### config.mk
export PLATFORM = sky130hd
export DESIGN_NAME = dl_proc_detect_unit
export DESIGN_NICKNAME = d
export VERILOG_FILES = /design/src/rtl/dl_proc_detect_unit.sv
export SDC_FILE = /design/constraint.sdc
export NUM_CORES = 1
export LEC_CHECK = 0
export BUFFER_PORTS_ARGS = -buffer_cell sky130_fd_sc_hd__buf_4
export CAP_MARGIN = 20
export CORE_AREA = 2 2 39 41
export CTS_BUF_LIST = sky130_fd_sc_hd__clkbuf_8
export DETAILED_ROUTE_END_ITERATION = 8
export DIE_AREA = 0 0 41 43
export HOLD_SLACK_MARGIN = 0.03
export SYNTH_ARGS = -nofsm -noshare
export SYNTH_HDL_FRONTEND = slang
export SYNTH_SLANG_ARGS = --single-unit
### constraint.sdc
create_clock -name clock -period 1.3 [get_ports clock]
set_clock_uncertainty 0.2 [all_clocks]
set_input_delay 0.13 -clock clock [delete_from_list [all_inputs] [get_ports clock]]
set_output_delay 0.13 -clock clock [all_outputs]
set_load 0.02 [all_outputs]
### src/rtl/dl_proc_detect_unit.sv
// dl_proc_detect_unit
// Per-process deadlock detector. Builds this process's transitive wait set,
// flags a self-detected dependence cycle, and after global detection takes
// part in the token walk that lets the report unit trace each circle.
// Optional feature macro: DL_PERSIST_FILTER_EN -- when defined, a cycle
// condition must persist DL_WAIT cycles before self-detect; when undefined,
// self-detect is the cycle condition delayed by one register.
module dl_proc_detect_unit #(
  parameter int PROC_NUM   = 3,
  parameter int MY_PROC_ID = 0,
  parameter int DEP_NUM    = 2,
  parameter int DL_WAIT    = 16
) (
  input  logic                        clock,
  input  logic                        reset,
  input  logic                        proc_blocked,
  input  logic [DEP_NUM-1:0]          dep_vld,
  input  logic [DEP_NUM*PROC_NUM-1:0] dep_data_in,
  output logic [PROC_NUM-1:0]         dep_data_out,
  input  logic                        dl_detect_in,
  input  logic                        origin,
  input  logic [DEP_NUM-1:0]          token_in,
  output logic [DEP_NUM-1:0]          token_out,
  input  logic                        token_clear,
  output logic                        dl_detect_out
);

  typedef enum logic [2:0] {
    S_MON  = 3'd0,
    S_WAIT = 3'd1,
    S_ORIG = 3'd2,
    S_TOK  = 3'd3,
    S_DONE = 3'd4
  } state_t;

  // Elaboration-time guard on the configuration range
  if (MY_PROC_ID < 0 || MY_PROC_ID >= PROC_NUM || DL_WAIT < 1 || DL_WAIT > 255) begin : g_bad_cfg
    $error("dl_proc_detect_unit: parameter out of range");
  end

  logic [PROC_NUM-1:0] wait_set;
  logic [DEP_NUM-1:0]  hit;
  logic                cyc;
  logic [DEP_NUM-1:0]  sel_onehot;
  logic                sel_found;
  logic                self_dl;
  state_t              state;
  logic                is_orig;

  // Wait set, per-neighbour cycle hits and the cycle condition
  always_comb begin
    // NOTE: every combinational output gets a default first so no path leaves it unassigned (no latch).
    wait_set = '0;
    hit      = '0;
    if (proc_blocked) begin
      wait_set[MY_PROC_ID] = 1'b1;
      for (int j = 0; j < DEP_NUM; j++) begin
        if (dep_vld[j]) wait_set = wait_set | dep_data_in[j*PROC_NUM +: PROC_NUM];
      end
    end
    for (int j = 0; j < DEP_NUM; j++) begin
      hit[j] = dep_vld[j] & dep_data_in[j*PROC_NUM + MY_PROC_ID];
    end
    cyc = proc_blocked & (|hit);
  end

  // Next hop: lowest neighbour that closes the cycle, else lowest blocking neighbour
  always_comb begin
    sel_onehot = '0;
    sel_found  = 1'b0;
    for (int j = 0; j < DEP_NUM; j++) begin
      if (!sel_found && hit[j]) begin
        sel_onehot[j] = 1'b1;
        sel_found     = 1'b1;
      end
    end
    for (int j = 0; j < DEP_NUM; j++) begin
      if (!sel_found && dep_vld[j]) begin
        sel_onehot[j] = 1'b1;
        sel_found     = 1'b1;
      end
    end
  end

  // Registered wait set, published to the neighbours
  always_ff @(posedge clock or negedge reset) begin
    // NOTE: sequential state uses non-blocking assignments so every register samples pre-edge values.
    if (!reset) dep_data_out <= '0;
    else        dep_data_out <= wait_set;
  end

`ifdef DL_PERSIST_FILTER_EN
  localparam logic [7:0] WAIT_MAX = 8'(DL_WAIT);
  logic [7:0] cnt;

  // Persistence counter: saturates at DL_WAIT, clears whenever the cycle breaks
  always_ff @(posedge clock or negedge reset) begin
    if (!reset)               cnt <= 8'd0;
    else if (!cyc)            cnt <= 8'd0;
    else if (cnt != WAIT_MAX) cnt <= cnt + 8'd1;
  end

  assign self_dl = (cnt == WAIT_MAX);
`else
  logic self_dl_q;

  // Unfiltered self-detect: cycle condition delayed by one register
  always_ff @(posedge clock or negedge reset) begin
    if (!reset) self_dl_q <= 1'b0;
    else        self_dl_q <= cyc;
  end

  assign self_dl = self_dl_q;
`endif

  // Walk controller; token_clear outside monitoring overrides every other transition
  always_ff @(posedge clock or negedge reset) begin
    if (!reset) begin
      state   <= S_MON;
      is_orig <= 1'b0;
    end else if (token_clear && state != S_MON) begin
      state   <= S_WAIT;
      is_orig <= 1'b0;
    end else begin
      case (state)
        S_MON:   if (dl_detect_in) state <= S_WAIT;
        S_WAIT: begin
          if (origin) begin
            state   <= S_ORIG;
            is_orig <= 1'b1;
          end else if (|token_in) begin
            state <= S_TOK;
          end
        end
        S_ORIG:  state <= S_DONE;
        S_TOK:   state <= S_DONE;
        S_DONE:  if (is_orig && (|token_in)) state <= S_TOK;
        default: state <= S_MON;
      endcase
    end
  end

  // Output decode from registered state; token pass suppressed by token_clear
  always_comb begin
    dl_detect_out = 1'b0;
    token_out     = '0;
    case (state)
      S_MON:  dl_detect_out = self_dl;
      S_ORIG: token_out     = sel_onehot;
      S_TOK: begin
        dl_detect_out = 1'b1;
        token_out     = sel_onehot;
      end
      default: ;
    endcase
    if (token_clear) token_out = '0;
  end

endmodule
==> reports/qor.yml, run 1 <==
status: "complete, but fails checks"
violations: "setup timing"
layout-drive-gt1-share: 0.506
regToRegSetupSlack_ns: -0.10
avgViaCountPerCell: 4.84
drt-initial-drc-count: 2
die_area_sq_um: 1760
hold_slack_ns: 0.0257
reg2reg_from: "state[1]"
layout_commonest_cell: "buf_4"
ir_drop_v: 0.000640
syn_to_final_growth_pct: 118
firstDrtPassIters: 2
setup.worst_path.end: "dl_detect_out"
io_buffers: 21
overflow: 0
cp_num_cells: 4
worstMarginPinSlew_ns: 0.408
synth_cells: 42
fmax_mhz: 692
io_pins: 22
power_mw: 1.14
final.min_clock_period_ns: 1.45
clkSinkCount: 8
cts.clk_slew.worst_paths_ns: 0.04
slew_headroom: 0.724
core_sq_um: 1380
period_share: 1.11
antenna_found_initial: 0
ys_ff_latch: 8
insertion_delay_ns: 0.22
hold_viol_final: 0
synth-compound-area-share: 0.290
yosysWarningCount: 0
setup-violations-final: 5
timing.final.ws_setup_ns: -0.145
ant_nets: 0
synthMuxAreaShare: 0
endpoint_kind: "output port"
ctsLongestPathBuffers: 2
fin_nets: 105
cp.arrival_ns: 1.12
grt_max_degree: 9
crit_fanout: 4
synthDistinctLibCells: 22
slowest_stage: "dfrtp_2"
grt_pass1_vias: 560
r2r_end: "state[1]"
synth-adder-area-share: 0
setup_tns_ns: -0.528
required_ns: 0.97
start_util: 0.290
h-tree-depth: 1
pre_cts_slack_ns: -0.00524
gp_congestion: 0.662
track_usage: 0.180
crit_path_cell_trace: "nor2_2 -> nand2_1 -> a21oi_2 -> buf_4"
avgSynthCellArea_sq_um: 9.56
maxSlewViolCount: 0
synth_top_family_by_area: "compound AO/OA/AOI/OAI gates"
grt_setup_unrepaired: "true"
hold_class: "primary input to flop"
cts_root_buf: "clkbuf_8"
critPathKind: "flop to output port"
wire_per_inst_um: 12.4
most-common-layout-cells: "buf_4 (26), dlygate4sd3_1 (12), dfrtp_1 (7)"
crit_start: "state[1]"
synthXorXnorAreaFrac: 0
synth.net_count: 58
wl_mm: 1.28
grt_pass1_wl_mm: 2.13
std_cell_rows: 14
path_buf_inv: 1
synth-seq-area-share: 0.498
antenna_cells: 0
yosys.area_share.simple: 0.184
die_width_um: 41
cap_violations: 0
die_h_um: 43
via_count: 499
post-route-drc-count: 0
cts_tree: "built"
p_per_area_nw_per_um2: 1300
cts_made_buffers: 3
leakagePower_nw: 0.412
start_kind: "flop"
reg2reg_depth: 4
cp_top_family: "flip-flops"
cpPeakStageDelay_ns: 0.45
syn_area_sq_um: 402
==> how the worst min path moves through the flow <==
stage | start | endpoint | cells past startpoint
after floorplan | reset | dep_data_out[0] | 0
after global placement | reset | state[2] | 1
after detailed placement | reset | state[0] | 1
after CTS | dl_detect_in | state[0] | 4
after global routing | dep_vld[1] | dep_data_out[1] | 3
final | dep_vld[1] | dep_data_out[1] | 3
==> flip-flops by register name, indices dropped and copies added (netlist names) <==
signal and flops:
state 3, is_orig 1, self_dl 1, dep_data_out 3
==> final cells by class <==
class                   instances  area, sq um
fillers                       123          509
repair buffers                 42          360
multi-input cells              31          240
flip-flops and latches          8          201
clock buffers                   3         41.3
well taps                      16         20.0
inverters                       3         11.3
==> Yosys cell counts <==
cell type  number  area, sq um
nor2_1          3         11.3
o21a_1          2         15.0
a22oi_1         2         15.0
nand2_1         5         18.8
a21boi_0        1         7.51
inv_1           2         7.51
o211a_1         2         20.0
nand3b_1        1         7.51
dfrtp_1         8          200
o32ai_1         1         8.76
o21bai_1        1         7.51
a211oi_1        1         7.51
o22ai_1         1         6.26
o21ai_0         2         10.0
o311ai_0        1         8.76
and3_1          1         6.26
nand2b_1        1         6.26
or3_1           1         6.26
inv_2           1         3.75
nand3_1         1         5.00
nor2b_1         2         12.5
a21oi_1         2         10.0
==> what timing repair did <==
action                                 4_1_cts  5_1_grt
buffers inserted                             4        1
resized for setup                           10        4
hold buffers                                12        0
pin swaps                                    7        1
setup endpoints to repair                    4        6
endpoints found under the hold margin       16        0
==> routing by layer <==
layer  up-vias  share of wire  GRT usage
met5         -              0          0
met3         0          0.068     0.0419
li1        245              -          -
met2        19           0.58      0.325
met4         0              0      0.100
met1       235           0.35      0.169
==> cells by family (layout without fill, tap and decap cells) <==
kind of cell	Yosys count	in the layout
DFF	8	8
AOI/OAI and AO/OA	16	16
buffers and inverters	3	48
and+or+nand+nor	15	15
==> worst register-to-register path, stage by stage, from the launching register on <==
cell,delay (ns)
dfrtp_2,0.43
buf_6,0.12
o22ai_2,0.05
or3_4,0.33
a211oi_2,0.17
==> report_power, final <==
group,total (mW),switching (mW),internal [mW]
clock,0.290,0.0897,0.200
sequential,0.351,0.0520,0.299
combinational,0.495,0.204,0.292
==> metrics by stage <==
step | util | area, sq um | cells
after floorplan | - | 405 | 42
after global placement | 0.443 | 613 | 83
after detailed placement | 0.443 | 613 | 83
after CTS | 0.609 | 843 | 102
after global routing | 0.632 | 875 | 103
final | 0.632 | 875 | 103
No activity file was read; power rests on OpenSTA's default activity.
==> run 2: changes to the inputs <==
Settings changed: CTS_BUF_LIST sky130_fd_sc_hd__clkbuf_8 to default, SKIP_LAST_GASP from default to 1.
==> run 2 against run 1 <==
Effect of this change:
- highest routed layer unchanged
- die area stayed put
- sequential cell count unchanged
- first-iteration DRC count down 50%
- clock power decreased by 37%
- the run still ends with setup timing left
- core utilization shrank 0.36 points
- fmax shrank 2.7%
- sequential share of layout area up 0.13 points
- final cell count is 1.9% higher
- via count grew 0.40%
- final area fell by 0.57%
- routed wire length decreased by 0.31%
- critical path depth stayed put
==> reports/qor.yml, run 2 (synthesized netlist as in run 1, its figures left out) <==
status: "complete, but fails checks"
violations: "setup timing"
die_width_um: 41
ant_nets: 0
hold_slack_ns: 0.0673
crit_fanout: 4
whs_path_depth: 3
fin_nets: 107
largestRegisters: "dep_data_out (3), state (3)"
gp_congestion: 0.662
grt_pass1_wl_mm: 2.16
avgViaCountPerCell: 4.77
grt_max_degree: 9
die_area_sq_um: 1760
grt_setup_unrepaired: "true"
clkSinkCount: 8
grt_pass1_vias: 559
worstMarginPinSlew_ns: 0.407
layout-drive-gt1-share: 0.506
firstDrtPassIters: 3
syn_to_final_growth_pct: 117
placed_cell_area_sq_um: 613
insertion_delay_ns: 0.25
multi_input_area_sq_um: 236
cp.arrival_ns: 1.15
slew_headroom: 0.726
post-route-drc-count: 0
reg2reg_depth: 4
track_usage: 0.180
cap_violations: 0
cts.clk_slew.worst_paths_ns: 0.05
power_mw: 1.03
period_share: 1.14
start_util: 0.290
io_buffers: 21
std_cell_rows: 14
pre_cts_slack_ns: -0.00524
cts_tree: "built"
most-common-layout-cells: "buf_4 (27), dlygate4sd3_1 (13), dfrtp_1 (7)"
antenna_found_initial: 0
ir_drop_v: 0.000678
h-tree-depth: 1
die_h_um: 43
ctsLongestPathBuffers: 2
drt-initial-drc-count: 1
layout_commonest_cell: "buf_4"
core_sq_um: 1380
endpoint_kind: "output port"
required_ns: 0.97
fin_area_sq_um: 870
io_pins: 22
final.min_clock_period_ns: 1.48
cts_root_buf: "clkbuf_4"
fmax_mhz: 673
p_per_area_nw_per_um2: 1190
seq_area_sq_um: 201
wire_per_inst_um: 12.1
final_core_util: 0.628
critPathKind: "flop to output port"
antenna_cells: 0
overflow: 0
wl_mm: 1.28
fillCellCount: 124
start_kind: "flop"
timing.final.ws_setup_ns: -0.185
cts_made_buffers: 3
setup-violations-final: 7
maxSlewViolCount: 0
hold_viol_final: 0
hold_class: "primary input to flop"
via_count: 501
leakagePower_nw: 0.409
==> run 2: cell count changes in the layout (fill, tap and decap cells not counted), moves of 2 or more <==
cell	previous run	this run
nand2_1	5	3
nand2_2	0	2
clkbuf_4	0	3
clkbuf_8	3	0
==> run 2: final timing paths <==
check | startpoint | end | slack, ns
max | state[1] | token_out[1] | -0.18
min | token_clear | state[0] | 0.07
max reg2reg | state[1] | state[1] | -0.14
min reg2reg | state[2] | state[2] | 0.38
max in group asynchronous | reset | state[1] | 0.20
min in group asynchronous | reset | state[1] | 0.57
==> run 2: layout make-up <==
class	instances	area share
well taps	16	0.0230
clock buffers	3	0.0259
multi-input cells	31	0.272
repair buffers	44	0.435
flip-flops and latches	8	0.232
inverters	3	0.0129
==> run 2: report_power, final <==
group	switching [mW]	internal [mW]	total, mW
Sequential	0.0538	0.298	0.352
Combinational	0.202	0.298	0.500
Clock	0.0766	0.105	0.182
==> run 2: layer usage <==
layer	up-vias	part of all wire	track usage
met2	19	0.55	0.322
met1	233	0.38	0.179
met5	-	0	0
met4	0	0	0.100
met3	0	0.075	0.0314
li1	249	-	-
==> run 2: per-stage QoR <==
step | instances | setup TNS [ns]
6_report | 105 | -0.897
3_3_place_gp | 83 | 0
5_1_grt | 105 | -1.22
4_1_cts | 103 | -0.684
3_5_place_dp | 83 | -0.00871
2_1_floorplan | 42 | -0.0127
==> run 2: worst max-delay path, stage by stage, from the launching register on <==
cell      delay, ns
dfrtp_2        0.46
nand2b_4       0.08
nor2_4         0.08
and3_4         0.17
buf_6          0.11
==> run 2: what timing repair did <==
item	4_1_cts	5_1_grt
hold buffers	13	0
pin swaps	5	5
resized for setup	9	6
endpoints found under the hold margin	16	0
gates cloned	0	0
setup buffers	4	2
setup endpoints to repair	4	6
==> run 3: changes to the inputs <==
Settings changed: PLACE_DENSITY_LB_ADDON from default to 0.25.
==> run 3 against run 2 <==
Effect of this change:
- the flow still finishes with violations (setup timing)
- power shrank 3.3%
- final cell count shrank 1.9%
- fmax grew 0.76%
- combinational power shrank 6.0%
- critical path type is now flop to flop
- largest power group unchanged
==> reports/qor.yml, run 3 (synthesized netlist as in run 1, its figures left out) <==
status: "complete, but fails checks"
violations: "setup timing"
most-common-layout-cells: "buf_4 (25), dlygate4sd3_1 (13), dfrtp_1 (7)"
cap_violations: 0
grt_setup_unrepaired: "true"
die_h_um: 43
fmax_mhz: 679
hpwlAfterDp_um: 718
wl_mm: 1.34
p_sw_uw: 323
cts_made_buffers: 3
fin_nets: 105
firstDrtPassIters: 4
pre_cts_slack_ns: -0.0311
cts.clk_slew.worst_paths_ns: 0.06
placed_cell_area_sq_um: 606
start_util: 0.290
core_sq_um: 1380
h-tree-depth: 1
largestRegisters: "dep_data_out (3), state (3)"
ant_nets: 0
p_clk_frac: 0.184
final.min_clock_period_ns: 1.47
io_pins: 22
period_share: 1.13
grt_max_degree: 9
die_area_sq_um: 1760
via_count: 492
ir_drop_v: 0.000665
grt_pass1_wl_mm: 2.12
maxSlewViolCount: 0
endpoint_kind: "flop"
fillCellCount: 122
die_width_um: 41
grt_pass1_vias: 515
wire_per_inst_um: 13.0
start_kind: "flop"
dpl.cell_count: 82
seqPwrFrac: 0.345
slew_headroom: 0.613
track_usage: 0.184
leakagePower_nw: 0.398
overflow: 0
p_per_area_nw_per_um2: 1190
cp.arrival_ns: 1.43
cts_tree: "built"
layout-drive-gt1-share: 0.448
swShare: 0.323
avgViaCountPerCell: 4.78
syn_to_final_growth_pct: 109
io_buffers: 21
antenna_cells: 0
hold_viol_final: 0
antenna_found_initial: 0
layout_commonest_cell: "buf_4"
cts_root_buf: "clkbuf_4"
drt-initial-drc-count: 10
fin_area_sq_um: 840
setup-violations-final: 6
power_frac_comb: 0.471
worstMarginPinSlew_ns: 0.573
ctsLongestPathBuffers: 2
p_int_uw: 676
crit_fanout: 4
std_cell_rows: 14
post-route-drc-count: 0
insertion_delay_ns: 0.25
required_ns: 1.25
hold_class: "primary input to asynchronous set/reset pin"
clkSinkCount: 8
timing.final.ws_setup_ns: -0.174
critPathKind: "flop to flop"
gp_congestion: 0.708
instances_no_fill: 103
-- run 3: changes by cell type in the layout (fill, tap and decap cells not counted) --
cell / before / now
buf_4: 27 / 25
nand2_1: 3 / 5
nand2_2: 2 / 0
and3_1: 0 / 1
and3_4: 1 / 0
nand3_1: 0 / 1
nand3_2: 1 / 0
-- run 3: stage by stage --
step                      TNS (ns)  hold slack, ns  power (mW)   util
after detailed placement   -0.0338          -0.246       0.641  0.438
after global placement           0          -0.246       0.640  0.438
after CTS                   -0.828          0.0304       0.956  0.595
final                       -0.873          0.0322       0.999  0.607
after global routing         -1.21          0.0513        1.06  0.607
after floorplan            -0.0127          -0.366       0.497      -
-- run 3: metal layers --
| metal | vias up | track usage | share of wire |
|---|---|---|---|
| met1 | 227 | 0.189 | 0.38 |
| li1 | 246 | - | - |
| met2 | 15 | 0.291 | 0.57 |
| met4 | 0 | 0.133 | 0.017 |
| met3 | 4 | 0.0628 | 0.033 |
| met5 | - | 0 | 0 |
-- run 3: area by class of cell --
cell class	count	area [sq um]	share of cell area
Tap cell	16	20.0	0.0238
Inverter	3	11.3	0.0134
Timing Repair Buffer	42	363	0.432
Sequential cell	8	201	0.240
Clock buffer	3	22.5	0.0268
Multi-Input combinational cell	31	221	0.264
-- run 3: path summary, 6_finish.rpt --
check | start | to | slack [ns] | cells past startpoint
max in group asynchronous | reset | state[1] | 0.73 | 2
hold / removal | reset | state[1] | 0.03 | 2
min in group clock | token_in[0] | state[2] | 0.07 | 4
setup reg to reg | state[1] | state[1] | -0.17 | 4
hold reg to reg | state[2] | state[2] | 0.38 | 2
setup / recovery | state[1] | state[1] | -0.17 | 4
-- run 3: what timing repair did --
action | CTS | global route
gates resized for setup | 9 | 2
setup buffers | 4 | 1
endpoints found under the setup margin | 4 | 6
pin swaps | 4 | 3
hold buffers | 13 | 0
hold endpoints to repair | 16 | 0
-- run 3: power by group through the flow --
stage	registers (mW)	logic, mW	clock network [mW]
after detailed placement	0.342	0.298	0
after global placement	0.342	0.298	0
after global routing	0.352	0.510	0.200
after CTS	0.344	0.423	0.189
after floorplan	0.351	0.146	0
final	0.345	0.470	0.184
-- run 3: worst max-delay path, cell delays in order, from the launching register on --
cell and delay (ns):
dfrtp_2 0.43, buf_4 0.15, o22ai_1 0.06, or3_1 0.33, a211oi_2 0.21
